### config.mk
export PLATFORM = sky130hd
export DESIGN_NAME = sudoku_ctrl
export DESIGN_NICKNAME = d
export VERILOG_FILES = /design/src/rtl/sudoku_ctrl.sv
export SDC_FILE = /design/constraint.sdc
export NUM_CORES = 1
export LEC_CHECK = 0
export ABC_AREA = 0
export CAP_MARGIN = 25
export CORE_UTILIZATION = 40
export CTS_BUF_LIST = sky130_fd_sc_hd__clkbuf_8 sky130_fd_sc_hd__clkbuf_16
export CTS_CLUSTER_SIZE = 8
export DETAILED_ROUTE_END_ITERATION = 12
export PLACE_DENSITY = 0.63
export SLEW_MARGIN = 25
export SYNTH_ARGS = -nofsm -noshare
export SYNTH_HDL_FRONTEND = slang
export SYNTH_SLANG_ARGS = --single-unit
### constraint.sdc
create_clock -name clka -period 3.14 [get_ports clka]
set_input_delay 0.471 -clock clka [delete_from_list [all_inputs] [get_ports clka]]
set_output_delay 0.471 -clock clka [all_outputs]
set_load 0.02 [all_outputs]
### src/rtl/sudoku_ctrl.sv
// sudoku_ctrl: game sequencer for the 4x4 Sudoku datapath.
// It generates the board seed, strobes the datapath through each game phase,
// tracks hint-locked and user-filled cells, and counts failed checks.
module sudoku_ctrl #(
    parameter logic [7:0]  LFSR_SEED  = 8'hA5,
    parameter int unsigned MAX_TRIES  = 3,
    parameter int unsigned CHECK_WAIT = 2
) (
    input  logic        clka,
    input  logic        restart_n,
    input  logic        start,
    input  logic        enter,
    input  logic        submit,
    input  logic [1:0]  diff_sel,
    input  logic [3:0]  cell_in,
    input  logic [2:0]  value_in,
    input  logic        solved,
    output logic        dp_restart,
    output logic        set_board,
    output logic [1:0]  difficulty,
    output logic        register_inp_flag,
    output logic [3:0]  reg_choose,
    output logic [2:0]  value_inp,
    output logic        dp_check,
    output logic        try_again_flag,
    output logic        won,
    output logic        lost,
    output logic [3:0]  ridx_a,
    output logic [3:0]  ridx_b,
    output logic [15:0] fill_flag,
    output logic [3:0]  state
);

    localparam int unsigned TRY_W = $clog2(MAX_TRIES + 1);
    localparam int unsigned CNT_W = (CHECK_WAIT > 1) ? $clog2(CHECK_WAIT) : 1;

    typedef enum logic [3:0] {
        S_IDLE  = 4'd0,
        S_CLEAR = 4'd1,
        S_BOARD = 4'd2,
        S_HINT  = 4'd3,
        S_PLAY  = 4'd4,
        S_WRITE = 4'd5,
        S_CHECK = 4'd6,
        S_JUDGE = 4'd7,
        S_TRY   = 4'd8,
        S_WON   = 4'd9,
        S_LOST  = 4'd10
    } state_t;

    state_t             cur_state;
    state_t             nxt_state;
    logic [7:0]         lfsr;
    logic               lfsr_fb;
    logic [15:0]        user_mask;
    logic [TRY_W-1:0]   tries;
    logic [TRY_W-1:0]   tries_inc;
    logic [CNT_W-1:0]   wait_cnt;
    logic [1:0]         diff_lat;
    logic               start_ok;
    logic               enter_ok;
    logic               submit_ok;
    logic [15:0]        hint_mask;
    logic [1:0]         r0, r1, r2, r3;

    assign state = cur_state;

    // Request qualification and LFSR feedback
    always_comb begin
        lfsr_fb   = lfsr[7] ^ lfsr[5] ^ lfsr[4] ^ lfsr[3];
        start_ok  = start && (cur_state != S_CLEAR) && (cur_state != S_BOARD)
                          && (cur_state != S_HINT);
        enter_ok  = enter && !value_in[2] && !fill_flag[cell_in];
        submit_ok = submit && ((fill_flag | user_mask) == 16'hFFFF);
        tries_inc = tries + TRY_W'(1);
    end

    // Hint-locked cell mask from the captured seed indices and difficulty
    always_comb begin
        r0        = ridx_a[1:0];
        r1        = ridx_a[3:2];
        r2        = ridx_b[1:0];
        r3        = ridx_b[3:2];
        hint_mask = 16'h0000;
        hint_mask[{2'd0, r0}] = 1'b1;
        hint_mask[{2'd3, r3}] = 1'b1;
        if (diff_lat == 2'b01) begin
            if (r1 == 2'd0 || r1 == 2'd3) begin
                hint_mask[4] = 1'b1;
                hint_mask[7] = 1'b1;
            end else begin
                hint_mask[5] = 1'b1;
                hint_mask[6] = 1'b1;
            end
        end else begin
            hint_mask[{2'd1, r1}] = 1'b1;
        end
        if (diff_lat == 2'b11) begin
            hint_mask[{2'd2, r2}] = 1'b1;
        end else if (r2 == 2'd0 || r2 == 2'd3) begin
            hint_mask[8]  = 1'b1;
            hint_mask[11] = 1'b1;
        end else begin
            hint_mask[9]  = 1'b1;
            hint_mask[10] = 1'b1;
        end
    end

    // Next-state selection; start overrides everything outside the setup phase
    always_comb begin
        nxt_state = cur_state;
        if (start_ok) begin
            nxt_state = S_CLEAR;
        end else begin
            case (cur_state)
                S_IDLE:  nxt_state = S_IDLE;
                S_CLEAR: nxt_state = S_BOARD;
                S_BOARD: nxt_state = S_HINT;
                S_HINT:  nxt_state = S_PLAY;
                S_PLAY: begin
                    if (enter_ok) begin
                        nxt_state = S_WRITE;
                    end else if (submit_ok) begin
                        nxt_state = S_CHECK;
                    end
                end
                S_WRITE: nxt_state = S_PLAY;
                S_CHECK: begin
                    if (wait_cnt == CNT_W'(0)) begin
                        nxt_state = S_JUDGE;
                    end
                end
                S_JUDGE: begin
                    if (solved) begin
                        nxt_state = S_WON;
                    end else if (tries_inc == TRY_W'(MAX_TRIES)) begin
                        nxt_state = S_LOST;
                    end else begin
                        nxt_state = S_TRY;
                    end
                end
                S_TRY:   nxt_state = S_PLAY;
                S_WON:   nxt_state = S_WON;
                S_LOST:  nxt_state = S_LOST;
                default: nxt_state = S_IDLE;
            endcase
        end
    end

    // State, game bookkeeping and registered outputs decoded from the next state
    always_ff @(posedge clka or negedge restart_n) begin
        if (!restart_n) begin
            cur_state         <= S_IDLE;
            lfsr              <= LFSR_SEED;
            user_mask         <= 16'h0000;
            tries             <= '0;
            wait_cnt          <= '0;
            diff_lat          <= 2'b00;
            dp_restart        <= 1'b0;
            set_board         <= 1'b0;
            difficulty        <= 2'b00;
            register_inp_flag <= 1'b0;
            reg_choose        <= 4'h0;
            value_inp         <= 3'd0;
            dp_check          <= 1'b0;
            try_again_flag    <= 1'b0;
            won               <= 1'b0;
            lost              <= 1'b0;
            ridx_a            <= 4'h0;
            ridx_b            <= 4'h0;
            fill_flag         <= 16'h0000;
        end else begin
            lfsr              <= {lfsr[6:0], lfsr_fb};
            cur_state         <= nxt_state;
            dp_restart        <= (nxt_state == S_CLEAR);
            set_board         <= (nxt_state == S_BOARD);
            difficulty        <= (nxt_state == S_HINT) ? diff_lat : 2'b00;
            register_inp_flag <= (nxt_state == S_WRITE);
            dp_check          <= (nxt_state == S_CHECK);
            try_again_flag    <= (nxt_state == S_TRY);
            won               <= (nxt_state == S_WON);
            lost              <= (nxt_state == S_LOST);

            if (nxt_state == S_HINT) begin
                fill_flag <= hint_mask;
            end
            if (nxt_state == S_WRITE) begin
                reg_choose           <= cell_in;
                value_inp            <= value_in;
                user_mask[cell_in]   <= 1'b1;
            end
            if (nxt_state == S_CHECK && cur_state != S_CHECK) begin
                wait_cnt <= CNT_W'(CHECK_WAIT - 1);
            end else if (cur_state == S_CHECK && wait_cnt != CNT_W'(0)) begin
                wait_cnt <= wait_cnt - CNT_W'(1);
            end
            if (nxt_state == S_TRY || nxt_state == S_LOST) begin
                tries <= tries_inc;
            end
            if (start_ok) begin
                ridx_a    <= lfsr[3:0];
                ridx_b    <= lfsr[7:4];
                diff_lat  <= (diff_sel == 2'b00) ? 2'b01 : diff_sel;
                user_mask <= 16'h0000;
                fill_flag <= 16'h0000;
                tries     <= '0;
            end
        end
    end

endmodule

==> impl_metrics.env, run 1 <==
export IMPL_status="complete, no violations"
export IMPL_antenna_cells=0
export IMPL_grt_pass1_wl_um=12400
export IMPL_min_period_ns=2.88
export IMPL_yosysUniqueCellTypes=49
export IMPL_clkSinkCount=73
export IMPL_grt_max_degree=74
export IMPL_area_growth_pct=27.8
export IMPL_peakVddDrop_uv=329
export IMPL_insertion_delay_ns=0.34
export IMPL_maxCapViolCount=0
export IMPL_whs_ns=0.251
export IMPL_finalCritPeriodShare_pct=91.6
export IMPL_async_reset_ff_share_pct=100
export IMPL_postCtsHoldBufs=0
export IMPL_crit_path_start_kind="input pin"
export IMPL_cts_clk_slew_worst_paths_ns=0.08
export IMPL_synthesis_nets=335
export IMPL_dieHeight_um=93.6
export IMPL_tns_ns=0
export IMPL_power_leakage_nw=1.92
export IMPL_max_freq_mhz=348
export IMPL_drive_gt1_share_pct=11.0
export IMPL_place_congestion=0.872
export IMPL_setup_viol=0
export IMPL_antenna_found_initial=0
export IMPL_ys_flop_type="dfrtp_1"
export IMPL_final_common_cell="dfrtp_1"
export IMPL_power_density_nw_per_um2=695
export IMPL_antenna_left=0
export IMPL_synthCells=311
export IMPL_start_util_pct=41.0
export IMPL_portBuffers=58
export IMPL_cts_tree="built"
export IMPL_grt_pass1_vias=2415
export IMPL_layout_common_cells="69 x dfrtp_1, 57 x clkdlybuf4s50_1, 27 x nand2_1"
export IMPL_cts_buffer_depth=2
export IMPL_drtIter0Drc=181
export IMPL_netlist_area_sq_um=3350
export IMPL_core_area_sq_um=8180
export IMPL_maxSlewViolCount=0
export IMPL_critPathKind="in2reg"
export IMPL_hold_class="in2async"
export IMPL_dieWidth_um=93.6
export IMPL_ctsResizeCount=0
export IMPL_endpoint_kind="flip-flop"
export IMPL_rows=33
export IMPL_tightestPinTransition_ns=0.902
export IMPL_grtUsageTotal_pct=18.6
export IMPL_root_buffer="clkbuf_8"
export IMPL_routedWlPerCell_um=15.7
export IMPL_dp_slack_ns=-0.114
export IMPL_dieArea_sq_um=8760
export IMPL_yosysWarnings=0
export IMPL_ys_seq_elements=73
export IMPL_avgSynthCellArea_sq_um=10.8
export IMPL_ys_seq_area_share_pct=54.6
export IMPL_routed_via_density=5.40
export IMPL_nNetsFinal=400
export IMPL_grt_overflow_total=0
export IMPL_routed_wl_um=7620
export IMPL_crit_arrival_ns=3.09
export IMPL_hold_viol_final=0
export IMPL_cp_required_ns=3.35
export IMPL_synth_edff_count=0
export IMPL_dp_hpwl_um=5530
export IMPL_num_vias=2624
export IMPL_rsz0062_at_grt="false"
export IMPL_cts_htree_levels=3
export IMPL_drc=0
export IMPL_finalWorstSetupSlack_ns=0.264
export IMPL_skew_ns=0.0113
export IMPL_slew_limit_headroom_pct=39.8
export IMPL_path_max_fanout=5
export IMPL_firstDrtPassIters=5
export IMPL_post_cts_setup_buffers=0
export IMPL_numCtsBuffers=9
export IMPL_pin_count=59
## flip-flops by register name, indices dropped and copies added, names as in the netlist, 3 cells and up
register,count
reg_choose,4
lfsr,8
state,4
value_inp,3
fill_flag,16
ridx_b,4
user_mask,16
ridx_a,4
## path summary, 6_finish.rpt
path / to / startpoint / slack [ns] / cells past startpoint
max: value_inp[0]$_DFFE_PN0P_ / cell_in[1] / 0.26 / 8
min: register_inp_flag$_DFF_PN0_ / restart_n / 0.25 / 1
max reg2reg: wait_cnt$_DFFE_PN0P_ / state[0]$_DFF_PN0_ / 0.42 / 8
min reg2reg: lfsr[7]$_DFF_PN1_ / lfsr[6]$_DFF_PN0_ / 0.39 / 0
max in group asynchronous: won$_DFF_PN0_ / restart_n / 2.29 / 1
min in group clka: lfsr[7]$_DFF_PN1_ / lfsr[6]$_DFF_PN0_ / 0.39 / 0
## cell usage after synthesis, drive strengths merged (9+ instances only)
master	instances	area share, %
dfrtp	69	51
o22ai	9	1.7
ha	9	3.4
nand2	27	3.0
nor2	19	2.1
clkbuf	15	1.7
nand3	14	2.1
inv	15	1.7
a32o	9	2.7
o21ai	23	3.4
## per-stage QoR
stage,area (sq um),power (mW),instances,utilization (%)
6_report,4290,2.98,486,52.4
5_1_grt,4290,3.16,486,52.4
4_1_cts,4290,3.00,486,52.4
3_5_place_dp,4090,2.29,470,50.0
3_3_place_gp,4090,2.27,470,50.0
2_1_floorplan,3350,1.83,311,-
## where the power goes
| part | switching, mW | leakage (nW) | internal [mW] | total [mW] |
|---|---|---|---|---|
| combinational | 0.580 | 0.851 | 0.452 | 1.03 |
| clock | 0.330 | 0.0995 | 0.383 | 0.713 |
| sequential | 0.150 | 0.975 | 1.08 | 1.23 |
## layout make-up
| type | instances | area, sq um |
|---|---|---|
| well taps | 105 | 131 |
| multi-input cells | 204 | 1380 |
| flip-flops and latches | 73 | 1830 |
| clock inverters | 6 | 58.8 |
| repair buffers | 73 | 691 |
| fillers | 749 | 3890 |
| inverters | 15 | 56.3 |
| clock buffers | 10 | 138 |
## critical path, stage by stage
cell	delay, ns
clkdlybuf4s50_1	0.56
mux4_2	0.52
mux2_2	0.29
a211oi_1	0.35
nor2b_1	0.16
a211oi_4	0.24
buf_4	0.18
mux2_1	0.32
## cells by family after synthesis
group | Yosys count | synth area share [%]
AO/OA/AOI/OAI | 73 | 15.1
multiplexers | 13 | 5.26
buffers and inverters | 34 | 4.40
AND/OR/NAND/NOR | 105 | 16.3
adder cells (fa/ha/maj) | 9 | 3.36
flip-flops | 73 | 54.6
XOR/XNOR | 4 | 1.04
## metal layers
layer,vias to the layer above,wire length [um],GRT usage (%)
met5,-,0,0
met4,0,74,6.03
met3,8,428,4.31
met2,98,3600,28.7
met1,1274,3520,26.0
li1,1244,-,-
No activity file was read; power rests on OpenSTA's default activity.
==> inputs of run 2 (changes only) <==
SETUP_SLACK_MARGIN = 0.5   (was default)
==> impl_metrics.env, run 2 (synthesized netlist as in run 1, its figures left out) <==
export IMPL_whs_ns=0.380
export IMPL_max_freq_mhz=393
export IMPL_hold_class="reg2reg"
export IMPL_drtIter0Drc=199
export IMPL_p_comb_share_pct=35.3
export IMPL_grt_pass1_vias=2439
export IMPL_grt_overflow_total=0
export IMPL_final_common_cell="dfrtp_1"
export IMPL_firstDrtPassIters=4
export IMPL_power_frac_seq_pct=40.9
export IMPL_maxCapViolCount=0
export IMPL_antenna_left=0
export IMPL_root_buffer="clkbuf_8"
export IMPL_rows=33
export IMPL_cts_htree_levels=3
export IMPL_p_int_mw=1.92
export IMPL_skew_ns=0.00602
export IMPL_place_area_sq_um=4070
export IMPL_tns_ns=0
export IMPL_worst_path_stages=9
export IMPL_portBuffers=58
export IMPL_critPathKind="in2reg"
export IMPL_antenna_found_initial=0
export IMPL_cts_buffer_depth=2
export IMPL_crit_buf_inv=3
export IMPL_rsz0062_at_grt="false"
export IMPL_drc=0
export IMPL_cp_endpoint="user_mask[6]$_DFFE_PN0P_"
export IMPL_fill_cells=733
export IMPL_power_leakage_nw=1.93
export IMPL_area_growth_pct=29.8
export IMPL_dieWidth_um=93.6
export IMPL_crit_path_start_kind="input pin"
export IMPL_r2r_cells=8
export IMPL_pin_count=59
export IMPL_critPathLaunch="cell_in[0]"
export IMPL_p_sw_mw=1.10
export IMPL_start_util_pct=41.0
export IMPL_sw_frac_of_total_pct=36.4
export IMPL_min_period_ns=2.55
export IMPL_numCtsBuffers=9
export IMPL_reg2reg_from="state[1]$_DFF_PN0_"
export IMPL_finalInstanceArea_sq_um=4350
export IMPL_regArea_sq_um=1840
export IMPL_routed_via_density=5.38
export IMPL_tightestPinTransition_ns=0.891
export IMPL_rrSetupSlack_ns=0.63
export IMPL_routed_wl_um=7850
export IMPL_num_vias=2610
export IMPL_cp_slowest_stage_delay_ns=0.56
export IMPL_slew_limit_headroom_pct=40.4
export IMPL_insertion_delay_ns=0.34
export IMPL_reg2reg_to="user_mask[8]$_DFFE_PN0P_"
export IMPL_grtUsageTotal_pct=19.2
export IMPL_crit_slowest_cell="clkdlybuf4s50_1"
export IMPL_layout_common_cells="65 x dfrtp_1, 55 x clkdlybuf4s50_1, 27 x nand2_1"
export IMPL_path_max_fanout=13
export IMPL_grt_max_degree=74
export IMPL_top_regs="fill_flag (16), user_mask (16), lfsr (8)"
export IMPL_dieArea_sq_um=8760
export IMPL_grt_pass1_wl_um=12800
export IMPL_dp_hpwl_um=5480
export IMPL_cts_clk_slew_worst_paths_ns=0.07
export IMPL_dieHeight_um=93.6
export IMPL_finalCritPeriodShare_pct=81.1
export IMPL_multi_input_area_sq_um=1420
export IMPL_setup_viol=0
export IMPL_core_area_sq_um=8180
export IMPL_clkSinkCount=73
export IMPL_maxSlewViolCount=0
export IMPL_drive_gt1_share_pct=13.7
export IMPL_status="complete, no violations"
export IMPL_cp_cell_sequence="clkdlybuf4s50_1, mux4_2, and2_1, a211oi_2, o21ai_2, a211oi_4, buf_12, buf_4, a32o_1"
export IMPL_nNetsFinal=399
export IMPL_antenna_cells=0
export IMPL_power_density_nw_per_um2=692
export IMPL_endpoint_kind="flip-flop"
export IMPL_place_congestion=0.899
export IMPL_routedWlPerCell_um=16.2
export IMPL_clkPwrFrac_pct=23.8
export IMPL_cts_tree="built"
export IMPL_hold_viol_final=0
export IMPL_crit_arrival_ns=2.83
export IMPL_cp_required_ns=3.42
export IMPL_critPathTopFamily="buffers and inverters"
export IMPL_peakVddDrop_uv=362
==> run 2: layout make-up <==
cell class / instances / area share, %
Multi-Input combinational cell: 204 / 32.6
Clock inverter: 7 / 1.64
Inverter: 15 / 1.29
Clock buffer: 9 / 2.84
Timing Repair Buffer: 72 / 16.4
Sequential cell: 73 / 42.2
Tap cell: 105 / 3.02
==> run 2: power by group through the flow <==
stage	logic, mW	clock network, mW	registers, mW
global route	1.16	0.784	1.25
CTS	1.01	0.743	1.25
finish	1.06	0.717	1.23
global placement	0.983	0	1.26
detailed placement	0.997	0	1.27
floorplan	0.530	0	1.31
==> run 2: routing by layer <==
layer  part of all wire, %  vias up  GRT usage (%)
met5                     0        -              0
li1                      -     1242              -
met1                    47     1267           27.6
met2                    46       87           29.1
met3                   5.1       14           3.25
met4                   1.8        0           7.18
==> run 2: what timing repair did <==
| action | CTS | global route |
|---|---|---|
| hold endpoints to repair | 0 | 13 |
| hold buffers | 0 | 1 |
| pin swaps | 1 | 2 |
| resized for setup | 5 | 5 |
| setup endpoints to repair | 20 | 11 |
| setup buffers | 0 | 4 |
==> run 2: worst min-delay path by stage <==
stage | startpoint | end | slack [ns] | depth (start not counted)
CTS | restart_n | value_inp[2]$_DFFE_PN0P_ | 0.28 | 1
global route | lfsr[1]$_DFF_PN0_ | lfsr[2]$_DFF_PN1_ | 0.40 | 0
detailed placement | lfsr[1]$_DFF_PN0_ | lfsr[2]$_DFF_PN1_ | 0.36 | 0
global placement | lfsr[1]$_DFF_PN0_ | lfsr[2]$_DFF_PN1_ | 0.36 | 0
floorplan | restart_n | diff_lat[0]$_DFFE_PN0P_ | 0.18 | 0
finish | lfsr[1]$_DFF_PN0_ | lfsr[2]$_DFF_PN1_ | 0.38 | 0
==> run 2: stage by stage <==
| stage | util (%) | cells | total power, mW | worst slack, ns |
|---|---|---|---|---|
| 5_1_grt | 53.3 | 485 | 3.20 | 0.501 |
| 2_1_floorplan | - | 311 | 1.84 | 0.503 |
| 3_3_place_gp | 49.7 | 463 | 2.24 | 0.0437 |
| 3_5_place_dp | 49.7 | 463 | 2.26 | 0.00606 |
| 6_report | 53.3 | 485 | 3.01 | 0.593 |
| 4_1_cts | 52.2 | 479 | 3.00 | 0.520 |
==> run 2: worst reg2reg max path: stages (launching register included) <==
cell and delay, ns:
dfrtp_2 0.47, or4b_4 0.58, nor4_2 0.23, nand4_1 0.17, o21ai_2 0.26, a211oi_4 0.10
buf_12 0.17, buf_4 0.18, a32o_1 0.26
==> inputs of run 3 (changes only) <==
PLACE_DENSITY = 0.66   (was 0.63)
clock period = 2.18 ns   (was 3.14 ns; I/O delays follow)
==> impl_metrics.env, run 3 (synthesized netlist as in run 1, its figures left out) <==
export IMPL_maxCapViolCount=0
export IMPL_portBuffers=58
export IMPL_antenna_left=0
export IMPL_hold_viol_final=0
export IMPL_skew_ns=0.0103
export IMPL_insertion_delay_ns=0.36
export IMPL_critPathKind="reg2reg"
export IMPL_cp_cell_sequence="mux4_2, mux2_4, a211oi_2, o21ai_2, a211oi_4, buf_6, mux2_4"
export IMPL_path_max_fanout=5
export IMPL_routed_via_density=5.30
export IMPL_routedWlPerCell_um=17.1
export IMPL_start_util_pct=41.0
export IMPL_cts_buffer_depth=2
export IMPL_top_regs="fill_flag (16), user_mask (16), lfsr (8)"
export IMPL_finalWorstSetupSlack_ns=-0.141
export IMPL_min_path_cells=0
export IMPL_antenna_cells=0
export IMPL_rows=33
export IMPL_finalCritPeriodShare_pct=106
export IMPL_dp_slack_ns=-0.754
export IMPL_nNetsFinal=446
export IMPL_drc=0
export IMPL_grt_pass1_wl_um=14200
export IMPL_hold_class="reg2reg"
export IMPL_num_vias=2817
export IMPL_layout_common_cells="62 x dfrtp_1, 41 x buf_4, 30 x dlygate4sd2_1"
export IMPL_routed_wl_um=9120
export IMPL_fill_cells=657
export IMPL_setup_viol=23
export IMPL_dieHeight_um=93.6
export IMPL_antenna_found_initial=0
export IMPL_tns_ns=-2.28
export IMPL_root_buffer="clkbuf_8"
export IMPL_grt_pass1_vias=2750
export IMPL_min_period_ns=2.32
export IMPL_tightestPinTransition_ns=0.588
export IMPL_place_congestion=0.818
export IMPL_core_area_sq_um=8180
export IMPL_cp_required_ns=2.42
export IMPL_clkSinkCount=73
export IMPL_pin_count=59
export IMPL_violations="setup timing"
export IMPL_status="finished, violations left"
export IMPL_area_growth_pct=51.8
export IMPL_final_common_cell="dfrtp_1"
export IMPL_drive_gt1_share_pct=34.4
export IMPL_crit_arrival_ns=2.56
export IMPL_firstDrtPassIters=4
export IMPL_endpoint_kind="flip-flop"
export IMPL_cp_slowest_stage_delay_ns=0.46
export IMPL_critical_path_most_common_cell="mux2_4"
export IMPL_grtUsageTotal_pct=21.7
export IMPL_dieWidth_um=93.6
export IMPL_max_freq_mhz=431
export IMPL_cts_htree_levels=3
export IMPL_power_leakage_nw=2.53
export IMPL_dieArea_sq_um=8760
export IMPL_peakVddDrop_uv=519
export IMPL_maxSlewViolCount=0
export IMPL_cts_clk_slew_worst_paths_ns=0.08
export IMPL_grt_overflow_total=0
export IMPL_crit_path_start_kind="flip-flop"
export IMPL_crit_slowest_cell="mux4_2"
export IMPL_r2r_cells=7
export IMPL_cts_tree="built"
export IMPL_numCtsBuffers=9
export IMPL_drtIter0Drc=128
export IMPL_grt_max_degree=50
export IMPL_dp_hpwl_um=5930
export IMPL_slew_limit_headroom_pct=60.8
export IMPL_power_density_nw_per_um2=1050
export IMPL_rsz0062_at_grt="true"
-- run 3: layout make-up --
type,instances,area (sq um),share of cell area (%)
flip-flops and latches,73,1840,36.1
multi-input cells,204,1660,32.6
repair buffers,119,1180,23.1
well taps,105,131,2.58
clock buffers,9,124,2.43
clock inverters,7,96.3,1.89
inverters,15,66.3,1.30
-- run 3: path summary, 6_finish.rpt --
check                                         startpoint                        end  slack [ns]
min in group asynchronous                      restart_n   value_inp[2]$_DFFE_PN0P_        0.51
max in group asynchronous                      restart_n          lfsr[7]$_DFF_PN1_        0.96
worst min register to register         lfsr[6]$_DFF_PN0_          lfsr[7]$_DFF_PN1_        0.40
worst max register to register  fill_flag[6]$_DFFE_PN0P_  reg_choose[2]$_DFFE_PN0P_       -0.14
worst min-delay path                   lfsr[6]$_DFF_PN0_          lfsr[7]$_DFF_PN1_        0.40
worst max-delay path            fill_flag[6]$_DFFE_PN0P_  reg_choose[2]$_DFFE_PN0P_       -0.14
-- run 3: critical path, delay by kind of cell, from the launching register on --
kind	cells	cell delay, ns
compound gates	3	0.56
buf+inv	1	0.17
flops	1	0.41
mux	3	1.07
-- run 3: through the flow --
step / utilization, % / power (mW) / hold slack (ns) / instances / area [sq um]
after floorplan: - / 2.71 / 0.0314 / 311 / 3420
after detailed placement: 54.0 / 3.57 / 0.359 / 506 / 4420
after global routing: 62.3 / 5.59 / 0.402 / 532 / 5090
final: 62.3 / 5.32 / 0.402 / 532 / 5090
after CTS: 58.3 / 4.96 / 0.389 / 527 / 4770
after global placement: 54.0 / 3.53 / 0.358 / 506 / 4420
-- run 3: repair_timing --
action	in CTS	in global routing
setup endpoints to repair	74	65
pin swaps	7	10
resized for setup	49	79
buffers inserted	2	2
hold endpoints to repair	24	0
hold buffers	1	0
gates cloned	2	3
-- run 3: where the power goes --
part           total, mW  switching, mW  internal (mW)
Sequential          1.71          0.147           1.57
Clock               1.17          0.524          0.643
Combinational       2.44           1.23           1.22
-- run 3: layer usage --
metal / part of all wire [%] / track usage, % / wire, um / vias to the layer above
met5: 0 / 0 / 0 / -
met1: 44 / 28.9 / 4010 / 1401
li1: - / - / - / 1327
met2: 50 / 34.9 / 4530 / 72
met4: 2.2 / 10.4 / 197 / 0
met3: 4.2 / 3.17 / 384 / 17
